$ cat src/rtl/parity_accumulator.sv
// rtl/parity_accumulator.sv - per-packet parity generator/checker with saturating beat and error counters
//
// Ports:
//   clk_i, rst_i            clock, asynchronous active-high reset
//   s_valid_i/s_ready_o     input beat handshake
//   s_data_i, s_last_i      beat data, final-beat marker
//   s_par_i                 expected parity, sampled on the last beat only
//   odd_i                   parity mode (0 even, 1 odd), sampled on a packet's first beat
//   clr_i                   synchronous clear of err_cnt_o (wins over an increment)
//   m_valid_o/m_ready_i     result handshake
//   m_parity_o, m_err_o     generated parity, mismatch against s_par_i
//   m_beats_o               saturating beat count of the packet
//   err_cnt_o               saturating count of mismatching packets

module parity_accumulator #(
  parameter int DATA_W = 16,
  parameter int CNT_W  = 8
) (
  input  logic              clk_i,
  input  logic              rst_i,
  input  logic              s_valid_i,
  output logic              s_ready_o,
  input  logic [DATA_W-1:0] s_data_i,
  input  logic              s_last_i,
  input  logic              s_par_i,
  input  logic              odd_i,
  input  logic              clr_i,
  output logic              m_valid_o,
  input  logic              m_ready_i,
  output logic              m_parity_o,
  output logic              m_err_o,
  output logic [CNT_W-1:0]  m_beats_o,
  output logic [CNT_W-1:0]  err_cnt_o
);

  typedef enum logic [1:0] {
    IDLE  = 2'd0,
    ACCUM = 2'd1,
    HOLD  = 2'd2
  } state_t;

  localparam logic [CNT_W-1:0] CNT_MAX = '1;
  localparam logic [CNT_W-1:0] CNT_ONE = CNT_W'(1);

  state_t             state_q, state_d;
  logic               acc_q, acc_d;
  logic               mode_q, mode_d;
  logic [CNT_W-1:0]   beats_q, beats_d;
  logic               m_parity_q, m_parity_d;
  logic               m_err_q, m_err_d;
  logic [CNT_W-1:0]   m_beats_q, m_beats_d;
  logic [CNT_W-1:0]   err_cnt_q, err_cnt_d;

  logic               ready;
  logic               accept;
  logic               in_idle;
  logic               pkt_mode;
  logic               acc_next;
  logic [CNT_W-1:0]   cnt_base;
  logic [CNT_W-1:0]   cnt_next;
  logic               par_next;
  logic               mismatch;

  // Datapath for the beat currently offered. A beat taken in IDLE starts a
  // fresh packet, so it sees a zero accumulator, zero count and the live mode.
  always_comb begin
    ready    = (state_q != HOLD);
    accept   = s_valid_i & ready;
    in_idle  = (state_q == IDLE);
    pkt_mode = in_idle ? odd_i : mode_q;
    acc_next = (in_idle ? 1'b0 : acc_q) ^ (^s_data_i);
    cnt_base = in_idle ? '0 : beats_q;
    cnt_next = (cnt_base == CNT_MAX) ? CNT_MAX : cnt_base + CNT_ONE;
    // XOR with the mode makes ones(data) + parity even (mode 0) or odd (mode 1).
    par_next = acc_next ^ pkt_mode;
    mismatch = par_next ^ s_par_i;
  end

  always_comb begin
    state_d    = state_q;
    acc_d      = acc_q;
    mode_d     = mode_q;
    beats_d    = beats_q;
    m_parity_d = m_parity_q;
    m_err_d    = m_err_q;
    m_beats_d  = m_beats_q;
    err_cnt_d  = err_cnt_q;

    case (state_q)
      IDLE, ACCUM: begin
        if (accept) begin
          acc_d   = acc_next;
          mode_d  = pkt_mode;
          beats_d = cnt_next;
          if (s_last_i) begin
            m_parity_d = par_next;
            m_err_d    = mismatch;
            m_beats_d  = cnt_next;
            if (mismatch && (err_cnt_q != CNT_MAX)) begin
              err_cnt_d = err_cnt_q + CNT_ONE;
            end
            state_d = HOLD;
          end else begin
            state_d = ACCUM;
          end
        end
      end
      HOLD: begin
        if (m_ready_i) begin
          state_d = IDLE;
        end
      end
      default: begin
        state_d = IDLE;
      end
    endcase

    if (clr_i) begin
      err_cnt_d = '0;
    end
  end

  always_ff @(posedge clk_i or posedge rst_i) begin
    if (rst_i) begin
      state_q    <= IDLE;
      acc_q      <= 1'b0;
      mode_q     <= 1'b0;
      beats_q    <= '0;
      m_parity_q <= 1'b0;
      m_err_q    <= 1'b0;
      m_beats_q  <= '0;
      err_cnt_q  <= '0;
    end else begin
      state_q    <= state_d;
      acc_q      <= acc_d;
      mode_q     <= mode_d;
      beats_q    <= beats_d;
      m_parity_q <= m_parity_d;
      m_err_q    <= m_err_d;
      m_beats_q  <= m_beats_d;
      err_cnt_q  <= err_cnt_d;
    end
  end

  assign s_ready_o  = ready;
  assign m_valid_o  = (state_q == HOLD);
  assign m_parity_o = m_parity_q;
  assign m_err_o    = m_err_q;
  assign m_beats_o  = m_beats_q;
  assign err_cnt_o  = err_cnt_q;

endmodule

$ cat config.mk
export PLATFORM = sky130hd
export DESIGN_NAME = parity_accumulator
export DESIGN_NICKNAME = d
export VERILOG_FILES = /design/src/rtl/parity_accumulator.sv
export SDC_FILE = /design/constraint.sdc
export NUM_CORES = 1
export LEC_CHECK = 0
export CAP_MARGIN = 30
export CORE_MARGIN = 2
export CORE_UTILIZATION = 48
export DETAILED_ROUTE_END_ITERATION = 8
export PLACE_DENSITY = 0.79
export SYNTH_ARGS = -nofsm -noshare
export SYNTH_HDL_FRONTEND = slang
export SYNTH_SLANG_ARGS = --single-unit
$ cat constraint.sdc
create_clock -name clk_i -period 3.15 [get_ports clk_i]
set_clock_uncertainty 0.15 [all_clocks]
set_input_delay 0.63 -clock clk_i [delete_from_list [all_inputs] [get_ports clk_i]]
set_output_delay 0.63 -clock clk_i [all_outputs]
set_load 0.01 [all_outputs]
==> results.txt <==
launch instance of the worst register-to-register path: state_q[1]
synth top area cells: sky130_fd_sc_hd__dfrtp_1 (45%), sky130_fd_sc_hd__xnor2_1 (8.5%), sky130_fd_sc_hd__o21ai_0 (5.7%)
total power of the final layout: 1290 uW
part of the Yosys area used for sequential elements: 0.454
number of detailed-route iterations in the first pass: 4
number of storage elements in the synthesis netlist: 30
DRC errors left: 0
wire length reported by the detailed router: 3.35 mm
IO Port Bufs: 43
Yosys warnings: 0
top cells by instance count after synthesis: sky130_fd_sc_hd__dfrtp_1 (30), sky130_fd_sc_hd__nand2_1 (23), sky130_fd_sc_hd__o21ai_0 (19), sky130_fd_sc_hd__a21oi_1 (16), sky130_fd_sc_hd__xnor2_1 (16)
clock transition at the register clock pins on the worst setup and hold paths after CTS: 0.10 ns
total area of sequential cells: 751 sq um
overflow left after global routing: 0
total number of vias: 1,420
number of buffers on the longest clock path: 2
critical path start-end classification: input port to flip-flop
Peak supply drop: 372 uV
Cells after Synth: 180
nets in the synthesized netlist: 206
result of the run: completed
crit end category: flip-flop
type of the tightest min-delay check: flip-flop to flip-flop
GRT Total Usage: 0.193
signal arrival time at the worst endpoint: 2.94 ns
cell accounting for the most synthesized area: sky130_fd_sc_hd__dfrtp_1
primary flip-flop cell chosen by synthesis mapping: sky130_fd_sc_hd__dfrtp_1
worst-case hold path end point: m_beats_o[4]
detailed placement HPWL: 2.40 mm
violation count after the first detailed-routing iteration: 98
min-delay src: m_beats_o[4]
post-detailed-route count of antenna-violating nets: 0
required time reported for the critical path endpoint: 3.21 ns
cell area power density: 573 mW/mm^2
number of endpoints failing setup at the final stage: 0
maximum fanout along the worst path: 13
number of filler cells placed in the layout: 291
post-CTS setup repair buffer count: 0
Die Area: 0.00393 sq mm
Cell Area, Synth: 0.00166 sq mm
relative area change from synthesis to final layout: 35.5%
insertion delay to the later sink of the worst-skew pair: 0.34 ns
Avg WL per Cell: 12.1 microns
highest layer used for signal routing: met4
Die Span Y: 62.7 microns
FP Rows: 21
post-synthesis area per instance: 9.20 sq um
number of different library cells in the post-synthesis netlist: 40
placeable core region: 0.00334 sq mm
amount of wire on met2 after detailed routing: 1.55 mm
RSZ-0062 raised after global routing: no
worst r2r path cells: 8
Max Cap Violations: 0
r2r setup slk: 0.64 ns
Post-synth EDFFs: 0
met3 wire len: 218 microns
root cell of the clock tree: sky130_fd_sc_hd__clkbuf_4
Reg2Reg Capture Point: m_beats_o[0]
post-layout minimum cycle time: 2.88 ns
Gates resized, CTS repair: 0
final max-slew violation count: 0
Sinks on Clock Net: 30
hold-fix buffers at CTS: 0
proportion of synthesized flip-flops having asynchronous set or reset: 1.00
largest net degree at the start of global routing: 31
total I/O pin count: 44
hold path cells: 2
Final Net Count: 256
transition time at the pin with the least slew margin: 0.586 ns
DIE WIDTH: 62.7 microns
relative slew slack: 0.602
most numerous cell in the Yosys netlist: sky130_fd_sc_hd__dfrtp_1
crit path launch type: input port
number of antenna violations at the first check in global routing: 0
diodes inserted: 0
final count of hold timing violations: 0
Multi-input gate area: 855 sq um
post-route clock period utilization: 0.913
CTS tree: yes
TritonCTS buffer count: 5
mean number of vias per cell: 5.13
Max H-tree Level: 2
DP Worst Slack: -0.106 ns
leakage power: 0.000922 uW
number of global-route vias before repair: 1,384
upper clock frequency limit: 348 MHz
GPL Wtd Cong: 0.735
total routed wire length on the met1 layer: 1.53 mm
wire length of the first global-routing pass: 5.97 mm
setup slack after layout: 0.274 ns
share of final-layout standard cells stronger than drive strength 1: 0.0996
area share of the largest cell type after synthesis: 0.454
effective utilization at floorplan: 0.496
## power breakdown
group | internal [uW] | total (uW) | switching [uW]
clock network | 166 | 313 | 146
logic | 257 | 463 | 205
registers | 453 | 510 | 56.5
total | 877 | 1290 | 408
## worst max-delay path, stage by stage
cell,delay (ns)
sky130_fd_sc_hd__clkdlybuf4s50_1,0.47
sky130_fd_sc_hd__xor2_1,0.17
sky130_fd_sc_hd__xnor2_1,0.11
sky130_fd_sc_hd__xnor2_1,0.26
sky130_fd_sc_hd__xnor3_1,0.38
sky130_fd_sc_hd__mux2i_2,0.51
sky130_fd_sc_hd__buf_4,0.21
sky130_fd_sc_hd__xor2_1,0.13
sky130_fd_sc_hd__nor2_1,0.06
## cell usage in the layout (no fill, tap or decap), types with 2 or more instances in the layout
cell type and instances:
sky130_fd_sc_hd__clkdlybuf4s50_1 43, sky130_fd_sc_hd__dfrtp_1 30, sky130_fd_sc_hd__nand2_1 23, sky130_fd_sc_hd__o21ai_0 19, sky130_fd_sc_hd__a21oi_1 16, sky130_fd_sc_hd__xnor2_1 16
sky130_fd_sc_hd__nor2_1 13, sky130_fd_sc_hd__nand3_1 7, sky130_fd_sc_hd__buf_4 7, sky130_fd_sc_hd__clkbuf_4 5, sky130_fd_sc_hd__xor2_1 4, sky130_fd_sc_hd__inv_1 4
sky130_fd_sc_hd__nand2b_1 3, sky130_fd_sc_hd__o31ai_1 3, sky130_fd_sc_hd__or4_1 3, sky130_fd_sc_hd__a31oi_1 2, sky130_fd_sc_hd__or3_1 2, sky130_fd_sc_hd__o211ai_1 2
sky130_fd_sc_hd__mux2_2 2, sky130_fd_sc_hd__and2_1 2, sky130_fd_sc_hd__or3_2 2, sky130_fd_sc_hd__a21o_1 2, sky130_fd_sc_hd__ha_1 2, sky130_fd_sc_hd__clkinvlp_4 2
## cell families (layout without fill, tap and decap cells)
group           count (synthesis)  after routing  synth area share
simple gates                   63             63             0.185
compound gates                 49             49             0.169
flops                          30             30             0.454
xor+xnor                       21             21             0.119
buf+inv                        11             62            0.0302
mux                             4              4            0.0280
fa+ha+maj                       2              2            0.0151
## layout make-up
| cell class | count | area share |
|---|---|---|
| multi-input combinational | 139 | 0.381 |
| tap | 46 | 0.0257 |
| inverter | 4 | 0.00669 |
| clock buffer | 5 | 0.0167 |
| timing repair buffer | 50 | 0.215 |
| sequential | 30 | 0.335 |
| clock inverter | 3 | 0.0201 |
## state kept, by name, indices dropped and copies added (netlist names)
register    flops
mode_q          1
m_beats_o       8
m_parity_o      1
state_q         2
beats_q         8
acc_q           1
err_cnt_o       8
m_err_o         1
## how the worst max path moves through the flow
stage,cells after the start,startpoint,slack [ns],endpoint
floorplan,8,s_data_i[11],0.52,err_cnt_o[4]
global placement,8,s_data_i[14],-0.003,err_cnt_o[5]
detailed placement,9,s_data_i[14],-0.11,err_cnt_o[0]
CTS,9,s_data_i[14],0.27,err_cnt_o[0]
global route,8,s_data_i[14],0.16,err_cnt_o[5]
finish,9,s_data_i[14],0.27,err_cnt_o[0]
## routing by layer
layer / GRT usage / vias to the layer above
li1: - / 720
met1: 0.235 / 647
met2: 0.313 / 49
met3: 0.0577 / 4
met4: 0.0917 / 0
met5: 0 / -
## through the flow
stage / TNS (ns) / utilization / std cells / area, sq um / hold WS, ns
after global routing: 0 / 0.672 / 277 / 2240 / 0.367
after floorplan: 0 / - / 180 / 1660 / 0.306
after detailed placement: -0.403 / 0.648 / 269 / 2160 / 0.316
after global placement: -0.00421 / 0.648 / 269 / 2160 / 0.310
after CTS: 0 / 0.672 / 277 / 2240 / 0.342
final: 0 / 0.672 / 277 / 2240 / 0.336
(Power assumes the default switching activity.)
